$ cat config.mk
export PLATFORM = sky130hd
export DESIGN_NAME = branch_predictor_flat
export DESIGN_NICKNAME = d
export VERILOG_FILES = /design/src/rtl/branch_predictor_pkg.sv /design/src/rtl/branch_predictor_if.sv /design/src/rtl/branch_predictor_bht_table.sv /design/src/rtl/branch_predictor.sv /design/src/flat_wrapper.sv
export SDC_FILE = /design/constraint.sdc
export NUM_CORES = 2
export LEC_CHECK = 0
export CAP_MARGIN = 15
export CORE_AREA = 2 2 254 256
export CTS_BUF_LIST = sky130_fd_sc_hd__clkbuf_2 sky130_fd_sc_hd__clkbuf_4 sky130_fd_sc_hd__clkbuf_8
export DETAILED_ROUTE_END_ITERATION = 16
export DIE_AREA = 0 0 256 258
export PLACE_DENSITY = 0.67
export SYNTH_ARGS = -nofsm -noshare
export SYNTH_HDL_FRONTEND = slang
export SYNTH_SLANG_ARGS = --single-unit
$ cat constraint.sdc
create_clock -name clk -period 6.2 [get_ports clk]
set_input_delay 1.24 -clock clk [delete_from_list [all_inputs] [get_ports clk]]
set_output_delay 1.24 -clock clk [all_outputs]
set_load 0.1 [all_outputs]
$ cat src/rtl/branch_predictor_pkg.sv
// Shared constants and helpers for the branch predictor: opcodes, counter
// encodings, BHT reset value, immediate extraction, saturating update.
package branch_predictor_pkg;

  localparam logic [6:0] OP_JAL    = 7'b1101111;
  localparam logic [6:0] OP_BRANCH = 7'b1100011;
  localparam logic [6:0] OP_JALR   = 7'b1100111;

  typedef enum logic [1:0] {
    STRONG_NT = 2'b00,
    WEAK_NT   = 2'b01,
    WEAK_T    = 2'b10,
    STRONG_T  = 2'b11
  } ctr_e;

  localparam logic [1:0] BHT_RST = WEAK_NT;

  typedef struct packed {
    logic        valid;
    logic        is_jump;
    logic        taken;
    logic [31:0] target;
  } pred_t;

  function automatic logic [31:0] j_imm(input logic [31:0] i);
    return {{11{i[31]}}, i[31], i[19:12], i[20], i[30:21], 1'b0};
  endfunction

  function automatic logic [31:0] b_imm(input logic [31:0] i);
    return {{19{i[31]}}, i[31], i[7], i[30:25], i[11:8], 1'b0};
  endfunction

  function automatic logic [1:0] ctr_sat(input logic [1:0] c, input logic t);
    if (t) return (c == STRONG_T)  ? c : c + 2'd1;
    else   return (c == STRONG_NT) ? c : c - 2'd1;
  endfunction

endpackage

$ cat src/rtl/branch_predictor_if.sv
// Query / commit-update / prediction bundle between IF, ROB and predictor.
// slave = predictor side, master = IF/ROB side.
interface branch_predictor_if;
  logic        query_valid;
  logic [31:0] query_pc;
  logic [31:0] query_instr;
  logic        update_valid;
  logic        update_taken;
  logic [31:0] update_pc;
  logic        jump_wrong;
  logic        pred_valid;
  logic        pred_is_jump;
  logic        pred_taken;
  logic [31:0] pred_target;

  modport slave (
    input  query_valid, query_pc, query_instr,
    input  update_valid, update_taken, update_pc, jump_wrong,
    output pred_valid, pred_is_jump, pred_taken, pred_target
  );

  modport master (
    output query_valid, query_pc, query_instr,
    output update_valid, update_taken, update_pc, jump_wrong,
    input  pred_valid, pred_is_jump, pred_taken, pred_target
  );
endinterface

$ cat src/rtl/branch_predictor_bht_table.sv
// 2^IDX_W x 2-bit saturating counter table. Async read, sync update,
// async active-low reset to weakly not-taken. Reads see pre-update state.
module bht_table
  import branch_predictor_pkg::*;
#(
  parameter int IDX_W = 8
) (
  input  logic             clk,
  input  logic             rst,
  input  logic [IDX_W-1:0] rd_idx,
  output logic [1:0]       rd_ctr,
  input  logic             we,
  input  logic [IDX_W-1:0] wr_idx,
  input  logic             wr_taken
);
  localparam int DEPTH = 1 << IDX_W;

  logic [DEPTH-1:0][1:0] ctr_q, ctr_d;

  assign rd_ctr = ctr_q[rd_idx];

  // Saturating update of the single addressed entry
  always_comb begin
    ctr_d = ctr_q;
    if (we) ctr_d[wr_idx] = ctr_sat(ctr_q[wr_idx], wr_taken);
  end

  // Counter storage
  always_ff @(posedge clk or negedge rst) begin
    if (!rst) ctr_q <= {DEPTH{BHT_RST}};
    else      ctr_q <= ctr_d;
  end
endmodule

$ cat src/rtl/branch_predictor.sv
// Branch predictor: bimodal BHT (gshare when BP_GSHARE_EN is defined),
// JAL/B-type decode, target adder, one-cycle registered prediction.
module branch_predictor
  import branch_predictor_pkg::*;
#(
  parameter int IDX_W  = 8,
  parameter int HIST_W = 8
) (
  input  logic             clk,
  input  logic             rst,
  input  logic             rdy,
  branch_predictor_if.slave bp
);
  logic [IDX_W-1:0] q_idx, u_idx;
  logic [1:0]       q_ctr;
  logic             upd_en;
  pred_t            pred_q, pred_d;
  pred_t            dec;

  assign upd_en = bp.update_valid && rdy;

`ifdef BP_GSHARE_EN
  logic [HIST_W-1:0] ghr_q, ghr_d;

  // Retired history: shift in each committed outcome, never repaired
  always_comb begin
    ghr_d = ghr_q;
    if (upd_en) ghr_d = {ghr_q[HIST_W-2:0], bp.update_taken};
  end

  // GHR register
  always_ff @(posedge clk or negedge rst) begin
    if (!rst) ghr_q <= '0;
    else      ghr_q <= ghr_d;
  end

  assign q_idx = bp.query_pc[IDX_W+1:2]  ^ IDX_W'(ghr_q);
  assign u_idx = bp.update_pc[IDX_W+1:2] ^ IDX_W'(ghr_q);
`else
  assign q_idx = bp.query_pc[IDX_W+1:2];
  assign u_idx = bp.update_pc[IDX_W+1:2];
`endif

  logic unused_pc_bits;
  assign unused_pc_bits = ^{bp.query_pc[1:0], bp.update_pc[1:0],
                            bp.update_pc[31:IDX_W+2]};

  bht_table #(.IDX_W(IDX_W)) u_bht (
    .clk      (clk),
    .rst      (rst),
    .rd_idx   (q_idx),
    .rd_ctr   (q_ctr),
    .we       (upd_en),
    .wr_idx   (u_idx),
    .wr_taken (bp.update_taken)
  );

  // Opcode decode and target computation (wraps mod 2^32)
  always_comb begin
    dec.valid   = 1'b1;
    dec.is_jump = 1'b0;
    dec.taken   = 1'b0;
    dec.target  = bp.query_pc + 32'd4;
    case (bp.query_instr[6:0])
      OP_JAL: begin
        dec.is_jump = 1'b1;
        dec.taken   = 1'b1;
        dec.target  = bp.query_pc + j_imm(bp.query_instr);
      end
      OP_BRANCH: begin
        dec.is_jump = 1'b1;
        dec.taken   = q_ctr[1];
        if (q_ctr[1]) dec.target = bp.query_pc + b_imm(bp.query_instr);
      end
      default: ;
    endcase
  end

  // Output capture: pulse valid per accepted query, flush drops it, rdy freezes
  always_comb begin
    pred_d = pred_q;
    if (rdy) begin
      pred_d.valid = 1'b0;
      if (bp.query_valid && !bp.jump_wrong) pred_d = dec;
    end
  end

  // Output registers
  always_ff @(posedge clk or negedge rst) begin
    if (!rst) pred_q <= '0;
    else      pred_q <= pred_d;
  end

  assign bp.pred_valid   = pred_q.valid;
  assign bp.pred_is_jump = pred_q.is_jump;
  assign bp.pred_taken   = pred_q.taken;
  assign bp.pred_target  = pred_q.target;
endmodule
$ cat src/flat_wrapper.sv
// flat-port wrapper written by rule: the top's interface ports become plain ports
module branch_predictor_flat import branch_predictor_pkg::*;
#(
  parameter int IDX_W  = 8,
  parameter int HIST_W = 8
)
  (clk, rst, rdy, bp_query_valid, bp_query_pc, bp_query_instr, bp_update_valid, bp_update_taken, bp_update_pc, bp_jump_wrong, bp_pred_valid, bp_pred_is_jump, bp_pred_taken, bp_pred_target);
  branch_predictor_if bp_i ();
  input  logic clk;
  input  logic rst;
  input  logic rdy;
  input wire logic [$bits(bp_i.query_valid)-1:0] bp_query_valid;
  input wire logic [$bits(bp_i.query_pc)-1:0] bp_query_pc;
  input wire logic [$bits(bp_i.query_instr)-1:0] bp_query_instr;
  input wire logic [$bits(bp_i.update_valid)-1:0] bp_update_valid;
  input wire logic [$bits(bp_i.update_taken)-1:0] bp_update_taken;
  input wire logic [$bits(bp_i.update_pc)-1:0] bp_update_pc;
  input wire logic [$bits(bp_i.jump_wrong)-1:0] bp_jump_wrong;
  output wire logic [$bits(bp_i.pred_valid)-1:0] bp_pred_valid;
  output wire logic [$bits(bp_i.pred_is_jump)-1:0] bp_pred_is_jump;
  output wire logic [$bits(bp_i.pred_taken)-1:0] bp_pred_taken;
  output wire logic [$bits(bp_i.pred_target)-1:0] bp_pred_target;
  assign bp_i.query_valid = bp_query_valid;
  assign bp_i.query_pc = bp_query_pc;
  assign bp_i.query_instr = bp_query_instr;
  assign bp_i.update_valid = bp_update_valid;
  assign bp_i.update_taken = bp_update_taken;
  assign bp_i.update_pc = bp_update_pc;
  assign bp_i.jump_wrong = bp_jump_wrong;
  assign bp_pred_valid = bp_i.pred_valid;
  assign bp_pred_is_jump = bp_i.pred_is_jump;
  assign bp_pred_taken = bp_i.pred_taken;
  assign bp_pred_target = bp_i.pred_target;
  branch_predictor #(.IDX_W(IDX_W), .HIST_W(HIST_W)) u_core (.clk(clk), .rst(rst), .rdy(rdy), .bp(bp_i));
endmodule
# Word-level counts from Yosys, hierarchy flattened
# Cells that the tools add are included.
[op_classes] n_addsub=5 order_cmp=3 n_eq_ne=3 mux=14 n_reduce_logical=6
[ops] op="bitwise mux 512 bit" count=1
[ops] op="case mux 34 bit (2 select lines)" count=1
[ops] op="adder 32 bit" count=2
[ops] op="two-way mux 35 bit" count=1
[ops] op="adder 32 x 3 -> 32 bit, second input constant" count=1
[ops] op="binary-select mux 2 bit (select 8 bit)" count=2
[ops] op="two-way mux 32 bit" count=1
[ops] op="< comparator 8 x 9 -> 1 bit, second input constant" count=2
[ops] op="demux 2 bit (select 8 bit)" count=1
[ops] op="== test 7 bit, second input constant" count=2
[ops] op="two-way mux 2 bit" count=7
[ops] op="greater-or-equal comparator 8 x 1 -> 1 bit, second input constant" count=1
[ops] op="logical AND 1 bit" count=3
[ops] op="adder 2 x 1 -> 2 bit, second input constant" count=1
[ops] op="== test 2 bit, second input constant" count=1
[ops] op="zero test 2 bit" count=1
[ops] op="AND reduction 2 bit" count=1
[ops] op="subtractor 2 x 1 -> 2 bit, second input constant" count=1
[ops] op="zero test 1 bit" count=1
[totals] regBits=547 in_bits=103 wordCells=291

# Logic depth before layout (Yosys ltp)
[logic_depth] depth_word=7 depth_mapped=17

# By module
# A second synthesis with hierarchy kept.
[hier_totals] hier_cells=3278 hier_area_um2=34111.5
[modules_own_cells] mod="bht_table" instances=1 cells_each=2536 area_each_um2=28778.9 seq_area_each_um2=13132.6
[modules_own_cells] mod="branch_predictor" instances=1 cells_each=742 area_each_um2=5332.6 seq_area_each_um2=875.8

# Worst setup path after synthesis
# Ideal clock, no wire load.
[synth_path] kind="input port to flip-flop" from="input port bp_update_pc[3]" to="register u_core.u_bht.ctr_q[141] (netlist name)" arrival_ns=4.021 setup_slack_ns=2.057 path_stages=15 path_buffers=6 cell_sequence="buf_2 > buf_2 > buf_1 > mux4_2 > mux4_2 > nand2_1 > a21oi_1 > o21ai_1 > nand4_1 > o21a_1 > a21oi_2 > buf_4 > buf_8 > buf_6 > o21ai_2"
[synth_via] elab_chain_cells=7 word_cells_on_any_way=16 cone_classes="2 x add/sub; 2 x order compare; 1 x eq/ne; 9 x mux; 2 x reduce/logical"
[synth_lines] item="from (decl)" line="flat_wrapper.sv:17" source="input wire logic [$bits(bp_i.update_pc)-1:0] bp_update_pc;"
[synth_lines] item="binary-select mux 2 bit (select 8 bit)" line="branch_predictor_bht_table.sv:25" source="if (we) ctr_d[wr_idx] = ctr_sat(ctr_q[wr_idx], wr_taken);"
[synth_lines] item="two-way mux 2 bit (not written as such)" line="branch_predictor_bht_table.sv:25"
[synth_lines] item="subtractor 2 x 1 -> 2 bit (tied with other cells)" line="branch_predictor_pkg.sv:35" source="else return (c == STRONG_NT) ? c : c - 2'd1;"
[synth_lines] item="two-way mux 2 bit (on tied branches)" line="branch_predictor_pkg.sv:35, branch_predictor_pkg.sv:34"
[synth_lines] item="two-way mux 2 bit" line="branch_predictor_pkg.sv:34" source="if (t) return (c == STRONG_T) ? c : c + 2'd1;"
[synth_lines] item="two-way mux 2 bit" line="branch_predictor_bht_table.sv:25"
[synth_lines] item="bitwise mux 512 bit *" line="branch_predictor_bht_table.sv:25"
[synth_lines] item="to (signal assigned)" line="branch_predictor_bht_table.sv:30" source="if (!rst) ctr_q <= {DEPTH{BHT_RST}};"
[synth_lines] item="to (signal assigned)" line="branch_predictor_bht_table.sv:31" source="else ctr_q <= ctr_d;"
[synth_lines] item="to (decl)" line="branch_predictor_bht_table.sv:18" source="logic [DEPTH-1:0][1:0] ctr_q, ctr_d;"
# Every way passes the cells marked *; elsewhere a longest branch is shown, timed or not. The select of a mux whose other input is x is not followed.
# A chain may end at the register's enable or synchronous reset.

# Final worst setup path
[layout_path] from="input port bp_update_pc[2]" to="register u_core.u_bht.ctr_q[7] (netlist name)"
# The elaborated chain is that of the path after synthesis.

==> results.sh <==
export IMPL_yosysTopAreaCellShare_pct=23.3
export IMPL_synth_area_sq_um=31300
export IMPL_pin_count=138
export IMPL_final_common_cell="nand2_1"
export IMPL_drc_errors=0
export IMPL_cts_resized=0
export IMPL_hold_violations=0
export IMPL_fp_coreArea_sq_um=63600
export IMPL_layout_nets=3473
export IMPL_ctsHoldBuffers=0
export IMPL_portBuffers=113
export IMPL_final_cell_mix="862 x nand2_1, 461 x o21ai_0, 291 x dfrtp_1"
export IMPL_cts_tree="yes"
export IMPL_ff_latch_area_sq_um=14000
export IMPL_num_fill_cells=5482
export IMPL_crit_slowest_cell="buf_8"
export IMPL_clkTransAtPathRegs_ns=0.06
export IMPL_hold_path_class="reg -> reg"
export IMPL_synth_warnings=0
export IMPL_path_max_fanout=72
export IMPL_crit_family="buffers and inverters"
export IMPL_min_path_cells=2
export IMPL_overflow=0
export IMPL_routed_via_density=6.20
export IMPL_clock_fmax_mhz=206
export IMPL_gp_congestion=0.933
export IMPL_fin_skew_ns=0.0521
export IMPL_cpMostUsedCell="buf_4"
export IMPL_clock_sinks=547
export IMPL_yosysTopAreaCell="dfrtp_1"
export IMPL_finalCritPeriodShare_pct=78.2
export IMPL_clockBufferDepth=3
export IMPL_drt_iter0_markers=2885
export IMPL_status="complete, no violations"
export IMPL_critPathRequiredTime_ns=6.77
export IMPL_path_class="in -> reg"
export IMPL_synth_area_leaders="dfrtp_1 23%, dfstp_2 21%, mux4_2 12%, nand2_1 10%, o21ai_0 7.4%"
export IMPL_synthArstFlopShare_pct=100
export IMPL_worst_path_stages=12
export IMPL_wl_per_cell_um=24.2
export IMPL_grt_pass1_wl_um=158000
export IMPL_area_growth_pct=14.6
export IMPL_period_needed_ns=4.85
export IMPL_synth_seq_cells=547
export IMPL_crit_chain="buf_8 -> buf_4 -> buf_4 -> mux4_2 -> mux2i_1 -> nor2_1 -> nor4_1 -> nand4_1 -> o21a_1 -> a21oi_4 -> buf_12 -> o21ai_0"
export IMPL_grt_pass1_vias=26300
export IMPL_ys_types=80
export IMPL_totalWireLength_um=103000
export IMPL_worstSkewPairLatency_ns=0.74
export IMPL_crit_path_start_kind="primary input"
export IMPL_cp_arrival_ns=5.42
export IMPL_drive_gt1_share_pct=23.2
export IMPL_cts_root_buf="clkbuf_8"
export IMPL_antenna_found_initial=2
export IMPL_synthCells=3214
export IMPL_die_w_um=256
export IMPL_h_tree_depth=3
export IMPL_vdd_drop_max_v=0.000175
export IMPL_rsz0062_at_grt="false"
export IMPL_hpwl_um=71600
export IMPL_worst_slew_pin_slew_ns=1.16
export IMPL_setup_violations=0
export IMPL_die_y_um=258
export IMPL_fp_row_count=93
export IMPL_p_leak_nw=14.0
export IMPL_fin_util_pct=56.3
export IMPL_end_kind="flip-flop"
export IMPL_dr_pass1_iters=6
export IMPL_reg2reg_depth=10
export IMPL_num_vias=26400
export IMPL_maxSlewViolCount=0
export IMPL_maxCapViolCount=0
export IMPL_start_util_pct=49.2
export IMPL_multi_input_area_sq_um=16300
export IMPL_finalSetupTns_ns=0
export IMPL_post_cts_buffers=0
export IMPL_ant_nets=0
export IMPL_cts_inserted_buffers=96
export IMPL_slowest_delay_ns=0.55
export IMPL_syn_mean_instance_area_sq_um=9.74
export IMPL_p_per_area_nw_per_um2=262
export IMPL_die_area_sq_um=66000
export IMPL_ys_seq_area_share_pct=44.8
export IMPL_cp_num_buf_inv=4
export IMPL_grt_use_total_pct=31.2
export IMPL_grt_max_degree=123
export IMPL_synthFlopType="dfrtp_1"
export IMPL_max_slew_margin_rel_pct=22.3
export IMPL_syn_nets=3363
export IMPL_synth_edff_count=0
flip-flops by register name, indices dropped and copies added, names as in the netlist:
name	count
u_core.u_bht.ctr_q	512
u_core.bp.pred_target	32
u_core.bp.pred_is_jump	1
u_core.bp.pred_taken	1
u_core.bp.pred_valid	1
cell families after synthesis:
logic type	Yosys count	share of synthesized area [%]
AND/OR/NAND/NOR	1164	15.6
multiplexers	266	15.4
buffers and inverters	235	3.85
AO/OA/AOI/OAI	875	16.2
XOR/XNOR	81	2.27
adder cells (fa/ha/maj)	46	1.89
flip-flops	547	44.8
worst paths after layout:
kind / startpoint / to / slack, ns
max in group asynchronous: rst / u_core.bp.pred_target[17]$_DFFE_PN0P_ / 4.32
worst min-delay path: u_core.bp.pred_target[0]$_DFFE_PN0P_ / u_core.bp.pred_target[0]$_DFFE_PN0P_ / 0.47
worst max-delay path: bp_update_pc[2] / u_core.u_bht.ctr_q[7]$_DFFE_PN0P_ / 1.35
min in group asynchronous: rst / u_core.u_bht.ctr_q[205]$_DFFE_PN0P_ / 0.63
worst max register to register: u_core.u_bht.ctr_q[470]$_DFFE_PN1P_ / u_core.u_bht.ctr_q[7]$_DFFE_PN0P_ / 2.54
worst min register to register: u_core.bp.pred_target[0]$_DFFE_PN0P_ / u_core.bp.pred_target[0]$_DFFE_PN0P_ / 0.47
report_power, final:
group	leakage (nW)	internal, mW	switching (mW)
Sequential	6.60	3.76	0.104
Combinational	6.16	0.530	1.12
Clock	1.21	2.27	1.61
Total	14.0	6.56	2.84
cell usage after synthesis, types with 18 or more instances:
cell and instances:
a21o_1 18, a21oi_1 84, a221oi_1 19, a22oi_1 47
a31oi_1 18, buf_2 63, buf_6 26, clkbuf_1 100
dfrtp_1 291, dfstp_2 256, ha_1 44, mux2i_1 90
mux4_2 173, nand2_1 862, nand3_1 48, nand4_1 21
nor2_1 90, nor3_1 31, o21ai_0 461, o21ai_1 100
xnor2_1 43, xor2_1 38
metrics by stage:
step	cell area, sq um	power [mW]	setup slack (ns)	std cells	hold WS [ns]
finish	35900	9.40	1.35	4263	0.475
global route	35900	9.75	1.09	4263	0.493
CTS	35900	9.45	1.46	4262	0.478
detailed placement	33600	5.55	0.665	4081	0.463
global placement	33600	5.51	0.697	4081	0.463
floorplan	31300	4.98	2.06	3214	0.456
routing by layer:
metal | part of all wire [%] | GRT usage [%] | routed length (um) | vias to the layer above
li1 | - | - | - | 11800
met1 | 41 | 42.1 | 42200 | 13100
met2 | 46 | 49.1 | 47500 | 1188
met3 | 8.9 | 6.75 | 9200 | 239
met4 | 4.0 | 13.2 | 4110 | 0
met5 | 0 | 0 | 0 | -
final cells by class:
class	count	share of cell area, %
Sequential cell	547	39.1
Timing Repair Buffer	230	6.05
Antenna cell	1	0.00698
Inverter	17	0.178
Clock buffer	161	5.52
Multi-Input combinational cell	2432	45.4
Clock inverter	20	0.809
Tap cell	855	2.98
worst register-to-register path: stages, from the launching register on:
cell       delay (ns)
dfstp_2          0.37
mux4_2           0.48
mux4_2           0.52
mux2i_1          0.32
a22oi_1          0.13
a2bb2oi_1        0.18
nand4_1          0.25
o21a_1           0.30
a21oi_4          0.42
buf_12           0.36
o21ai_0          0.18
Note: power is estimated with default switching activity, not from simulation.
